## src/rtl/controller_pkg.sv

```systemverilog
// Shared controller definitions: transfer length width and the TX byte
// unpacker state encoding, plus the byte-lane select used by the unpacker.
package controller_pkg;

  // Width of the HCI data_length field, shared with the flow FSM.
  localparam int unsigned DATA_LEN_WIDTH = 16;

  typedef enum logic [1:0] {
    TX_UNPACK_IDLE  = 2'd0,
    TX_UNPACK_FETCH = 2'd1,
    TX_UNPACK_EMIT  = 2'd2,
    TX_UNPACK_DONE  = 2'd3
  } tx_unpack_state_e;

  // 4:1 byte-lane mux over a little-endian 32-bit word.
  function automatic logic [7:0] tx_select_byte(input logic [31:0] word,
                                                input logic [1:0]  idx);
    logic [7:0] sel;
    case (idx)
      2'd0:    sel = word[7:0];
      2'd1:    sel = word[15:8];
      2'd2:    sel = word[23:16];
      default: sel = word[31:24];
    endcase
    return sel;
  endfunction

endpackage

```

## src/rtl/i3c_tx_byte_unpacker.sv

```systemverilog
// Splits 32-bit little-endian TX queue words into a byte stream for the
// I3C controller. One private-write transfer at a time; pops exactly
// ceil(len/4) words, discarding unused upper bytes of the final word.
module i3c_tx_byte_unpacker
  import controller_pkg::*;
#(
  parameter int unsigned TxDataWidth = 32,
  parameter int unsigned LenWidth    = DATA_LEN_WIDTH
) (
  input  logic                   clk_i,
  input  logic                   rst_ni,
  input  logic                   start_i,
  input  logic [LenWidth-1:0]    data_len_i,
  input  logic                   abort_i,
  output logic                   busy_o,
  output logic                   done_o,
  output logic                   aborted_o,
  output logic [LenWidth-1:0]    bytes_sent_o,
  input  logic                   tx_queue_rvalid_i,
  output logic                   tx_queue_rready_o,
  input  logic [TxDataWidth-1:0] tx_queue_rdata_i,
  output logic                   byte_valid_o,
  input  logic                   byte_ready_i,
  output logic [7:0]             byte_o,
  output logic                   byte_last_o
);

  localparam logic [LenWidth-1:0] LenOne  = LenWidth'(1);
  localparam logic [LenWidth-1:0] LenZero = LenWidth'(0);

  tx_unpack_state_e     state_q, state_d;
  logic [LenWidth-1:0]  remaining_q, remaining_d;
  logic [LenWidth-1:0]  bytes_sent_q, bytes_sent_d;
  logic [1:0]           idx_q, idx_d;
  logic [TxDataWidth-1:0] word_q, word_d;
  logic                 busy_q, busy_d;
  logic                 done_q, done_d;
  logic                 aborted_q, aborted_d;
  logic                 byte_valid_q, byte_valid_d;
  logic [7:0]           byte_q, byte_d;
  logic                 byte_last_q, byte_last_d;
  logic                 byte_hs;

  // A byte moves whenever we are presenting one and downstream takes it.
  assign byte_hs = (state_q == TX_UNPACK_EMIT) && byte_ready_i;

  // Next-state, counter and registered-output computation.
  always_comb begin
    state_d      = state_q;
    remaining_d  = remaining_q;
    bytes_sent_d = bytes_sent_q;
    idx_d        = idx_q;
    word_d       = word_q;
    aborted_d    = 1'b0;

    case (state_q)
      TX_UNPACK_IDLE: begin
        if (start_i) begin
          remaining_d  = data_len_i;
          bytes_sent_d = LenZero;
          if (data_len_i == LenZero) begin
            state_d = TX_UNPACK_DONE;
          end else begin
            state_d = TX_UNPACK_FETCH;
          end
        end else begin
          state_d = TX_UNPACK_IDLE;
        end
      end
      TX_UNPACK_FETCH: begin
        if (tx_queue_rvalid_i) begin
          word_d  = tx_queue_rdata_i;
          idx_d   = 2'd0;
          state_d = TX_UNPACK_EMIT;
        end else begin
          state_d = TX_UNPACK_FETCH;
        end
      end
      TX_UNPACK_EMIT: begin
        if (byte_hs) begin
          remaining_d  = remaining_q - LenOne;
          bytes_sent_d = bytes_sent_q + LenOne;
          idx_d        = idx_q + 2'd1;
          if (remaining_q == LenOne) begin
            state_d = TX_UNPACK_DONE;
          end else if (idx_q == 2'd3) begin
            state_d = TX_UNPACK_FETCH;
          end else begin
            state_d = TX_UNPACK_EMIT;
          end
        end else begin
          state_d = TX_UNPACK_EMIT;
        end
      end
      TX_UNPACK_DONE: begin
        state_d = TX_UNPACK_IDLE;
      end
      default: begin
        state_d = TX_UNPACK_IDLE;
      end
    endcase

    // Abort overrides any transition out of an active state; the byte
    // counter update above is kept so a same-cycle handshake still counts.
    if (abort_i && (state_q != TX_UNPACK_IDLE)) begin
      state_d   = TX_UNPACK_IDLE;
      aborted_d = 1'b1;
    end else begin
      aborted_d = 1'b0;
    end

    busy_d       = (state_d != TX_UNPACK_IDLE);
    done_d       = (state_d == TX_UNPACK_DONE);
    byte_valid_d = (state_d == TX_UNPACK_EMIT);
    if (state_d == TX_UNPACK_EMIT) begin
      byte_d      = tx_select_byte(word_d[31:0], idx_d);
      byte_last_d = (remaining_d == LenOne);
    end else begin
      byte_d      = 8'h00;
      byte_last_d = 1'b0;
    end
  end

  // State, counters, word holding register and registered outputs.
  always_ff @(posedge clk_i or negedge rst_ni) begin
    if (!rst_ni) begin
      state_q      <= TX_UNPACK_IDLE;
      remaining_q  <= LenZero;
      bytes_sent_q <= LenZero;
      idx_q        <= 2'd0;
      word_q       <= {TxDataWidth{1'b0}};
      busy_q       <= 1'b0;
      done_q       <= 1'b0;
      aborted_q    <= 1'b0;
      byte_valid_q <= 1'b0;
      byte_q       <= 8'h00;
      byte_last_q  <= 1'b0;
    end else begin
      state_q      <= state_d;
      remaining_q  <= remaining_d;
      bytes_sent_q <= bytes_sent_d;
      idx_q        <= idx_d;
      word_q       <= word_d;
      busy_q       <= busy_d;
      done_q       <= done_d;
      aborted_q    <= aborted_d;
      byte_valid_q <= byte_valid_d;
      byte_q       <= byte_d;
      byte_last_q  <= byte_last_d;
    end
  end

  // Pop strobe depends on state only, never on rvalid.
  assign tx_queue_rready_o = (state_q == TX_UNPACK_FETCH);
  assign busy_o            = busy_q;
  // An abort landing in DONE suppresses the completion pulse.
  assign done_o            = done_q & ~abort_i;
  assign aborted_o         = aborted_q;
  assign bytes_sent_o      = bytes_sent_q;
  assign byte_valid_o      = byte_valid_q;
  assign byte_o            = byte_q;
  assign byte_last_o       = byte_last_q;

endmodule

```

## config.mk

```make
export PLATFORM = sky130hd
export DESIGN_NAME = i3c_tx_byte_unpacker
export DESIGN_NICKNAME = d
export VERILOG_FILES = /design/src/rtl/controller_pkg.sv /design/src/rtl/i3c_tx_byte_unpacker.sv
export SDC_FILE = /design/constraint.sdc
export NUM_CORES = 1
export LEC_CHECK = 0
export CAP_MARGIN = 15
export CORE_MARGIN = 2
export CORE_UTILIZATION = 45
export CTS_CLUSTER_SIZE = 30
export DETAILED_ROUTE_END_ITERATION = 12
export GPL_TIMING_DRIVEN = 0
export PLACE_DENSITY = 0.7
export SLEW_MARGIN = 20
export SYNTH_ARGS = -nofsm -noshare
export SYNTH_HDL_FRONTEND = slang
export SYNTH_SLANG_ARGS = --single-unit
```

## constraint.sdc

```tcl
create_clock -name clk_i -period 7 [get_ports clk_i]
set_input_delay 1.75 -clock clk_i [delete_from_list [all_inputs] [get_ports clk_i]]
set_output_delay 1.75 -clock clk_i [all_outputs]
set_load 0.03 [all_outputs]
```

== Word level (Yosys, flattened, before mapping) ==
Index checks and enable logic that the tools add are counted.
Word-level totals
  memories: 0
  word-level logic and storage cells: 60
  bits in latches: 0
  bits in read-only memories: 0
  output and inout bits: 30
  register bits: 81
  bits in writable memories: 0
  bits of input ports: 54
Operators by class
  bitwise logic cells: 2
  divide/modulo/power cells: 0
  multiply operators: 0
  $add $sub $neg: 3
  magnitude comparators: 0
  reduce and logical (&&, ||, !) cells: 9
  multiplexer cells: 23
  shift operators: 0
  equal/unequal tests: 12
Operators by type and width (count)
  $mux W16: 4
  $mux W32: 2
  $pmux W16 S2: 2
  $eq A16 B1 Y1 const B: 2
  $pmux W8 S3: 1
  $mux W2: 9
  $add A16 B1 Y16 const B: 1
  $logic_not A16 Y1: 1
  $sub A16 B1 Y16 const B: 1
  $eq A2 B2 Y1 const B: 6
  $mux W8: 1
  $pmux W2 S4: 1
  $reduce_bool A2 Y1: 3
  $eq A2 B1 Y1 const B: 2
  $logic_not A2 Y1: 2
  $ne A2 B2 Y1 const B: 2
  $pmux W2 S2: 1
  $reduce_and A3 Y1: 1
  $add A2 B1 Y2 const B: 1
  $logic_and A1 B1 Y1: 2
  $mux W1: 2
  $and A1 B1 Y1: 1
  $not A1 Y1: 1

== Depth between registers and ports, before layout ==
Gate-level depths: netlist of run 1.
  word-level depth: 8
  depth in mapped cells: 10
  gate-level depth less buffers: 8

== Worst setup path before layout of run 1 ==
No wires, ideal clock.
  path kind: input to register
  start point: in byte_ready_i
  end point: reg byte_last_q (netlist: byte_last_o)
  stages: 7
  path slack: 3029 ps
  library setup time: 95 ps
  arrival time: 3876 ps
  data required time: 6905 ps
  buffers on the path: 1
  cells stage by stage: or4b_1 buf_2 or4_4 o311ai_4 nand3_2 or4_1 nor4b_2
On the way
  elaborated cells between the ends (all ways): 9
  classes of those cells: eq/ne (2); mux (6); reduce/logical (1)
RTL lines
  start: declaration: line i3c_tx_byte_unpacker.sv:23  | input logic byte_ready_i,
  $logic_and A1 B1 Y1: line i3c_tx_byte_unpacker.sv:45  | assign byte_hs = (state_q == TX_UNPACK_EMIT) && byte_ready_i;
  $mux W16: line i3c_tx_byte_unpacker.sv:80  | if (byte_hs) begin
  $pmux W16 S2: line i3c_tx_byte_unpacker.sv:56  | case (state_q)
  named net remaining_d[12]: line i3c_tx_byte_unpacker.sv:32  | logic [LenWidth-1:0] remaining_q, remaining_d;
  $eq A16 B1 Y1: line i3c_tx_byte_unpacker.sv:117  | byte_last_d = (remaining_d == LenOne);
  $mux W1: line i3c_tx_byte_unpacker.sv:115  | if (state_d == TX_UNPACK_EMIT) begin
  named net byte_last_d: line i3c_tx_byte_unpacker.sv:41  | logic byte_last_q, byte_last_d;
  end signal: assignment: line i3c_tx_byte_unpacker.sv:149  | byte_last_q <= byte_last_d;
  end: declaration: line i3c_tx_byte_unpacker.sv:41
The timed path passes the listed nets, and every way through them passes these cells.
A chain may end at the register's enable or synchronous reset.

== Worst setup path in the final report of run 1 ==
  start point: in abort_i
  end point: out done_o
On the way
  cells in the longest elaborated chain, start to end: 2
Ends and longest elaborated chain
  start: declaration: line i3c_tx_byte_unpacker.sv:14  | input logic abort_i,
  $not A1 Y1: line i3c_tx_byte_unpacker.sv:157  | assign done_o = done_q & ~abort_i;
  $and A1 B1 Y1: line i3c_tx_byte_unpacker.sv:157
  end: declaration: line i3c_tx_byte_unpacker.sv:16  | output logic done_o,
Every way passes these cells.

==> results.tsv, run 1 <==
metric	value	unit
Mapped Cells	394	
most frequent cell after synthesis	dfrtp_1	
row cnt	35	
# IOs	84	
Hold Path Class	flop to flop	
cts hold-fix bufs	0	
register area	2030	um2
gr usage total	21.6	%
crit path capture type	output port	
Setup CP Type	input port to output port	
CORE AREA	9240	um2
Clock Sinks	81	
Post-Syn Area	4290	um2
M1 GR Usage	27.6	%
initial antenna violation count	0	
via count	3407	
CTS HTree Levels	3	
Longest Clk Path Bufs	2	
post-synth cell types	54	
Slew Limit Headroom	52.6	%
met3 usage	7.25	%
Final nets	549	
width of the die	102	um
RR Endpoint	byte_o[6]	
RSZ-0062 raised after global routing	false	
# diodes	0	
Synth Register Bits	81	
post-CTS sizing	0	
starting density of the core	46.4	%
Final Slew Violations	0	
VDD IR-drop max	174	uV
Vias/cell	5.48	
Clk network pwr share	17.9	%
post-route insts no fill	622	
CTS tree	built	
switching pwr	0.824	mW
prevailing post-synth register cell	dfrtp_1	
CP required	5.25	ns
CP peak stage delay	0.67	ns
first-pass GRT wire length	17100	um
CP cell instances	clkdlybuf4s50_1, nor2b_1, clkdlybuf4s50_1	
ys async rst share	100	%
Critical Path End	done_o	
drt total wl	10400	um
Seq pwr share	36.1	%
layout cell share with drive strength beyond 1	14.8	%
Die H	102	um
largest cells by area after synthesis	dfrtp_1, mux2_2, mux2i_1	
residual DRC count	0	
dpl hpwl	7640	um
Max-Cap Viols	0	
status	complete, no violations	
Routed Antenna Nets	0	
Critical Path Most Common Cell	clkdlybuf4s50_1	
launching point of the worst reg2reg path	state_q[0]	
crit path from	abort_i	
placed insts	606	
crit path max fanout	4	
vias in the first global route	3489	
DR iter-0 viols	180	
share of Yosys cell area claimed by the top area cell type	47.2	%
Fillers	782	
min cycle time layout	4.80	ns
Die ar.	10300	um2
DR WL/cell	16.8	um
Avg Cell Area, Syn	10.9	um2
leading area contributor after synthesis	dfrtp_1	
Routability Congestion	0.891	
Leak Pwr	2.24	nW
CP arrival	3.05	ns
Worst-Skew Late Latency	0.37	ns
First-pass DRT Iterations	4	
Final Hold Fails	0	
Worst Reg2Reg Path Length in Cells	10	
Syn. warnings	0	
Commonest cells post-synth	dfrtp_1, mux2_2, nor2_1	
gr busiest metal	met2	
# setup viols final	0	
combinational share of power	46.0	%
sequential share of the synthesized area	47.2	%
clk slew on worst S/H paths	0.08	ns
Final period util	68.5	%
GRT met2 Usage	34.1	%
reg-to-reg setup timing slack	3.62	ns
clk root buf	clkbuf_8	
Post-CTS Setup Inserts	0	
PD cells	372	nW/um2
CP max-delay cell	clkdlybuf4s50_1	
largest net degree at the start of global routing	45	
Worst setup SP type	input port	
clock skew	0.0119	ns
setup TNS	0	ns
Multi-input gate area	2140	um2
Mapped Nets	455	
grt ovf	0	
Net Sw Frac	40.2	%
Achievable Freq	0.208	GHz
IO Port Bufs	82	
Worst-Margin Slew	0.711	ns
number of enable flip-flop cells after synthesis	0	
Layout area overhead	28.4	%
Num CTS Buffers	9	
Pint	1.23	mW
==> cells in the final DEF (no fill, tap or decap), drive strengths merged, types with 6 or more instances in the layout <==
cell type	n
dfrtp	81
clkdlybuf4s50	81
mux2	47
clkbuf	32
nor2	28
nand2	23
mux2i	20
nor2b	16
xor2	13
o21ai	13
nand3	11
inv	11
xnor2	9
a22oi	8
nor3	8
o21a	8
nor4	7
nand4	7
ha	7
or4	7
nor4b	6
==> cell type report <==
cell class | count | area share, %
Multi-Input combinational cell | 281 | 38.9
Sequential cell | 81 | 36.8
Timing Repair Buffer | 83 | 15.4
Tap cell | 129 | 2.93
Clock buffer | 10 | 2.50
Buffer | 23 | 1.59
Clock inverter | 6 | 1.32
Inverter | 9 | 0.613
==> worst min path at each step <==
stage,from,to,cells after the start
floorplan,word_q[0],word_q[0],1
finish,word_q[28],word_q[28],1
detailed placement,word_q[18],word_q[18],1
global route,word_q[28],word_q[28],1
CTS,word_q[5],word_q[5],1
global placement,word_q[4],word_q[4],1
==> flip-flops by register name, summed over array words and instances, names as in the netlist <==
| signal | cells |
|---|---|
| state_q | 2 |
| busy_o | 1 |
| byte_valid_o | 1 |
| word_q | 32 |
| bytes_sent_o | 16 |
| aborted_o | 1 |
| byte_o | 8 |
| done_q | 1 |
| remaining_q | 16 |
| byte_last_o | 1 |
| idx_q | 2 |
==> cells by family after synthesis <==
family                     Yosys count  share of synthesized area [%]
and+or+nand+nor                    133                           17.4
DFF                                 81                           47.2
muxes                               67                           17.0
AOI/OAI and AO/OA                   52                           8.98
buffers and inverters               32                           2.83
xor gates and xnor gates            22                           4.49
adders and majority gates            7                           2.04
==> critical path: cells and delay by family <==
family,cells,cell delay [ns]
buf+inv,2,1.16
simple gates,1,0.14
==> power groups by stage <==
stage	Sequential, mW	Clock [mW]	Combinational [mW]
floorplan	0.753	0	0.646
global placement	0.741	0	0.922
detailed placement	0.747	0	0.939
CTS	0.738	0.377	0.946
global route	0.759	0.396	1.04
finish	0.740	0.368	0.943
==> metrics by stage <==
stage	util [%]	hold slack (ns)	power, mW	instance area [um2]	worst slack, ns
after floorplan	-	0.470	1.40	4290	3.03
after global placement	57.1	0.478	1.66	5270	1.23
after detailed placement	57.3	0.481	1.69	5300	2.20
after CTS	59.6	0.506	2.06	5510	2.20
after global routing	59.6	0.513	2.20	5510	2.16
final	59.6	0.502	2.05	5510	2.20
==> layer usage <==
layer / wire length (um) / vias to the layer above
met5: 0 / -
met4: 167 / 0
met3: 848 / 18
met2: 4930 / 111
met1: 4480 / 1661
li1: - / 1617
Note: power is estimated with default switching activity, not from simulation.
==> run 2: changes to the inputs <==
- clock period: 7 -> 4.55 ns (I/O delays scaled with it)
==> run 2 against run 1 <==
  * Critical path type is now input port to flop
  * Non-clock buffer count unchanged
  * Highest routed layer unchanged
  * First-iteration DRC count decreased by 1.1%
  * Routed wire length increased by 0.20%
  * Worst hold slack about the same
==> results.tsv, run 2 (synthesis results as in run 1) <==
metric	value	unit
DR WL/cell	16.8	um
IO Port Bufs	82	
row cnt	35	
CP Depth	8	
# diodes	0	
dpl hpwl	7640	um
combinational share of power	46.0	%
Num CTS Buffers	9	
crit path from	byte_ready_i	
grt ovf	0	
Hold Path Class	flop to flop	
CP cell instances	clkdlybuf4s50_1, or4b_1, buf_2, or4_4, o311ai_4, nand3_2, or4_1, nor4b_2	
Vias/cell	5.51	
Die ar.	10300	um2
commonest cells after routing, fill and taps aside	dfrtp_1, clkdlybuf4s50_1, mux2_2, nor2_1, nand2_1	
reg-to-reg setup timing slack	1.15	ns
total power	3.16	mW
Clock Sinks	81	
Final Hold Slack	0.502	ns
status	complete, no violations	
Setup WS post-layout	0.712	ns
Layout area overhead	28.4	%
First-pass DRT Iterations	4	
crit path max fanout	9	
largest net degree at the start of global routing	45	
Worst Reg2Reg Path Length in Cells	10	
Die H	102	um
Setup CP Type	input port to flop	
min cycle time layout	3.84	ns
VDD IR-drop max	269	uV
max reg flops	32	
Post-CTS Setup Inserts	0	
clk slew on worst S/H paths	0.09	ns
cts hold-fix bufs	0	
Net Sw Frac	40.2	%
Final Slew Violations	0	
layout cell share with drive strength beyond 1	14.8	%
Achievable Freq	0.261	GHz
residual DRC count	0	
Clk network pwr share	17.9	%
Routability Congestion	0.891	
CP peak stage delay	0.65	ns
crit-path leading delay family	simple AND/OR/NAND/NOR gates	
RR Endpoint	byte_o[2]	
Worst-Skew Late Latency	0.37	ns
Leak Pwr	2.24	nW
Seq pwr share	36.1	%
starting density of the core	46.4	%
switching pwr	1.27	mW
Routed Antenna Nets	0	
initial antenna violation count	0	
clk root buf	clkbuf_8	
clock skew	0.00791	ns
CP required	4.83	ns
launching point of the worst reg2reg path	state_q[0]	
Final nets	549	
vias in the first global route	3481	
CTS tree	built	
Critical Path End	byte_last_o	
RSZ-0062 raised after global routing	false	
post-place setup slack	0.360	ns
Longest Clk Path Bufs	2	
Max-Cap Viols	0	
Worst setup SP type	input port	
Final Hold Fails	0	
# IOs	84	
CP arrival	4.12	ns
crit path buf inv count	2	
PD cells	573	nW/um2
Final period util	84.4	%
Slew Limit Headroom	52.6	%
crit path capture type	flop	
gr usage total	21.7	%
Pint	1.89	mW
via count	3426	
CP max-delay cell	clkdlybuf4s50_1	
post-CTS sizing	0	
width of the die	102	um
first-pass GRT wire length	17100	um
Worst-Margin Slew	0.712	ns
CORE AREA	9240	um2
DR iter-0 viols	178	
Reg with most FFs	word_q	
drt total wl	10400	um
CTS HTree Levels	3	
# setup viols final	0	
==> run 2: cell counts in the layout (fill, tap and decap cells not counted) <==
No cell type changed its count.
==> run 2: cell type report <==
cell class | count | area [um2]
Clock inverter | 6 | 72.6
Inverter | 9 | 33.8
Tap cell | 129 | 161
Sequential cell | 81 | 2030
Timing Repair Buffer | 83 | 846
Clock buffer | 10 | 138
Fill cell | 782 | 3730
Buffer | 23 | 87.6
Multi-Input combinational cell | 281 | 2140
==> run 2: stage by stage <==
step                      utilization [%]  instances  area [um2]  setup TNS (ns)
after floorplan                         -        394        4290               0
after global placement               57.1        605        5270          -48.56
after global routing                 59.6        622        5510               0
after CTS                            59.6        622        5510               0
after detailed placement             57.3        606        5300               0
final                                59.6        622        5510               0
==> run 2: power groups by stage <==
stage | Clock, mW | Sequential, mW | Combinational, mW
global placement | 0 | 1.14 | 1.42
detailed placement | 0 | 1.15 | 1.45
global route | 0.609 | 1.17 | 1.61
floorplan | 0 | 1.16 | 0.994
CTS | 0.580 | 1.14 | 1.46
finish | 0.566 | 1.14 | 1.45
==> run 2: per-layer routing <==
metal  global-route usage [%]  vias to the layer above  wire length [um]
li1                         -                     1610                 -
met1                     27.8                     1682              4490
met2                     34.5                      122              4980
met3                     6.35                       12               829
met4                     8.63                        0               149
met5                        0                        -                 0
==> run 2: worst register-to-register path, stage by stage (launching register included) <==
cell,delay (ns)
dfrtp_1,0.40
inv_1,0.09
ha_1,0.15
clkbuf_1,0.40
clkbuf_1,0.47
a22o_1,0.21
clkbuf_1,0.46
clkbuf_1,0.60
mux2i_1,0.29
nor2_1,0.06
o21a_1,0.18
==> run 2: how the worst min path moves through the flow <==
stage	start	endpoint	slack (ns)	cells after the start
finish	word_q[5]	word_q[5]	0.50	1
floorplan	word_q[0]	word_q[0]	0.47	1
global route	word_q[28]	word_q[28]	0.51	1
CTS	word_q[5]	word_q[5]	0.51	1
global placement	word_q[4]	word_q[4]	0.48	1
detailed placement	word_q[18]	word_q[18]	0.48	1
==> run 3: changes to the inputs <==
- clock period: 4.55 -> 3.8 ns (I/O delays scaled with it)
==> results of run 3 <==
The final DEF is identical to that of run 2. Status: complete, no violations.
Main changes from that run: setup slack after placement 0.360 ns -> -0.203 ns; setup slack after layout 0.712 ns -> 0.149 ns; register-to-register setup slack 1.15 ns -> 0.40 ns; total power 3.16 mW -> 3.78 mW; worst IR drop on VDD 269 uV -> 322 uV
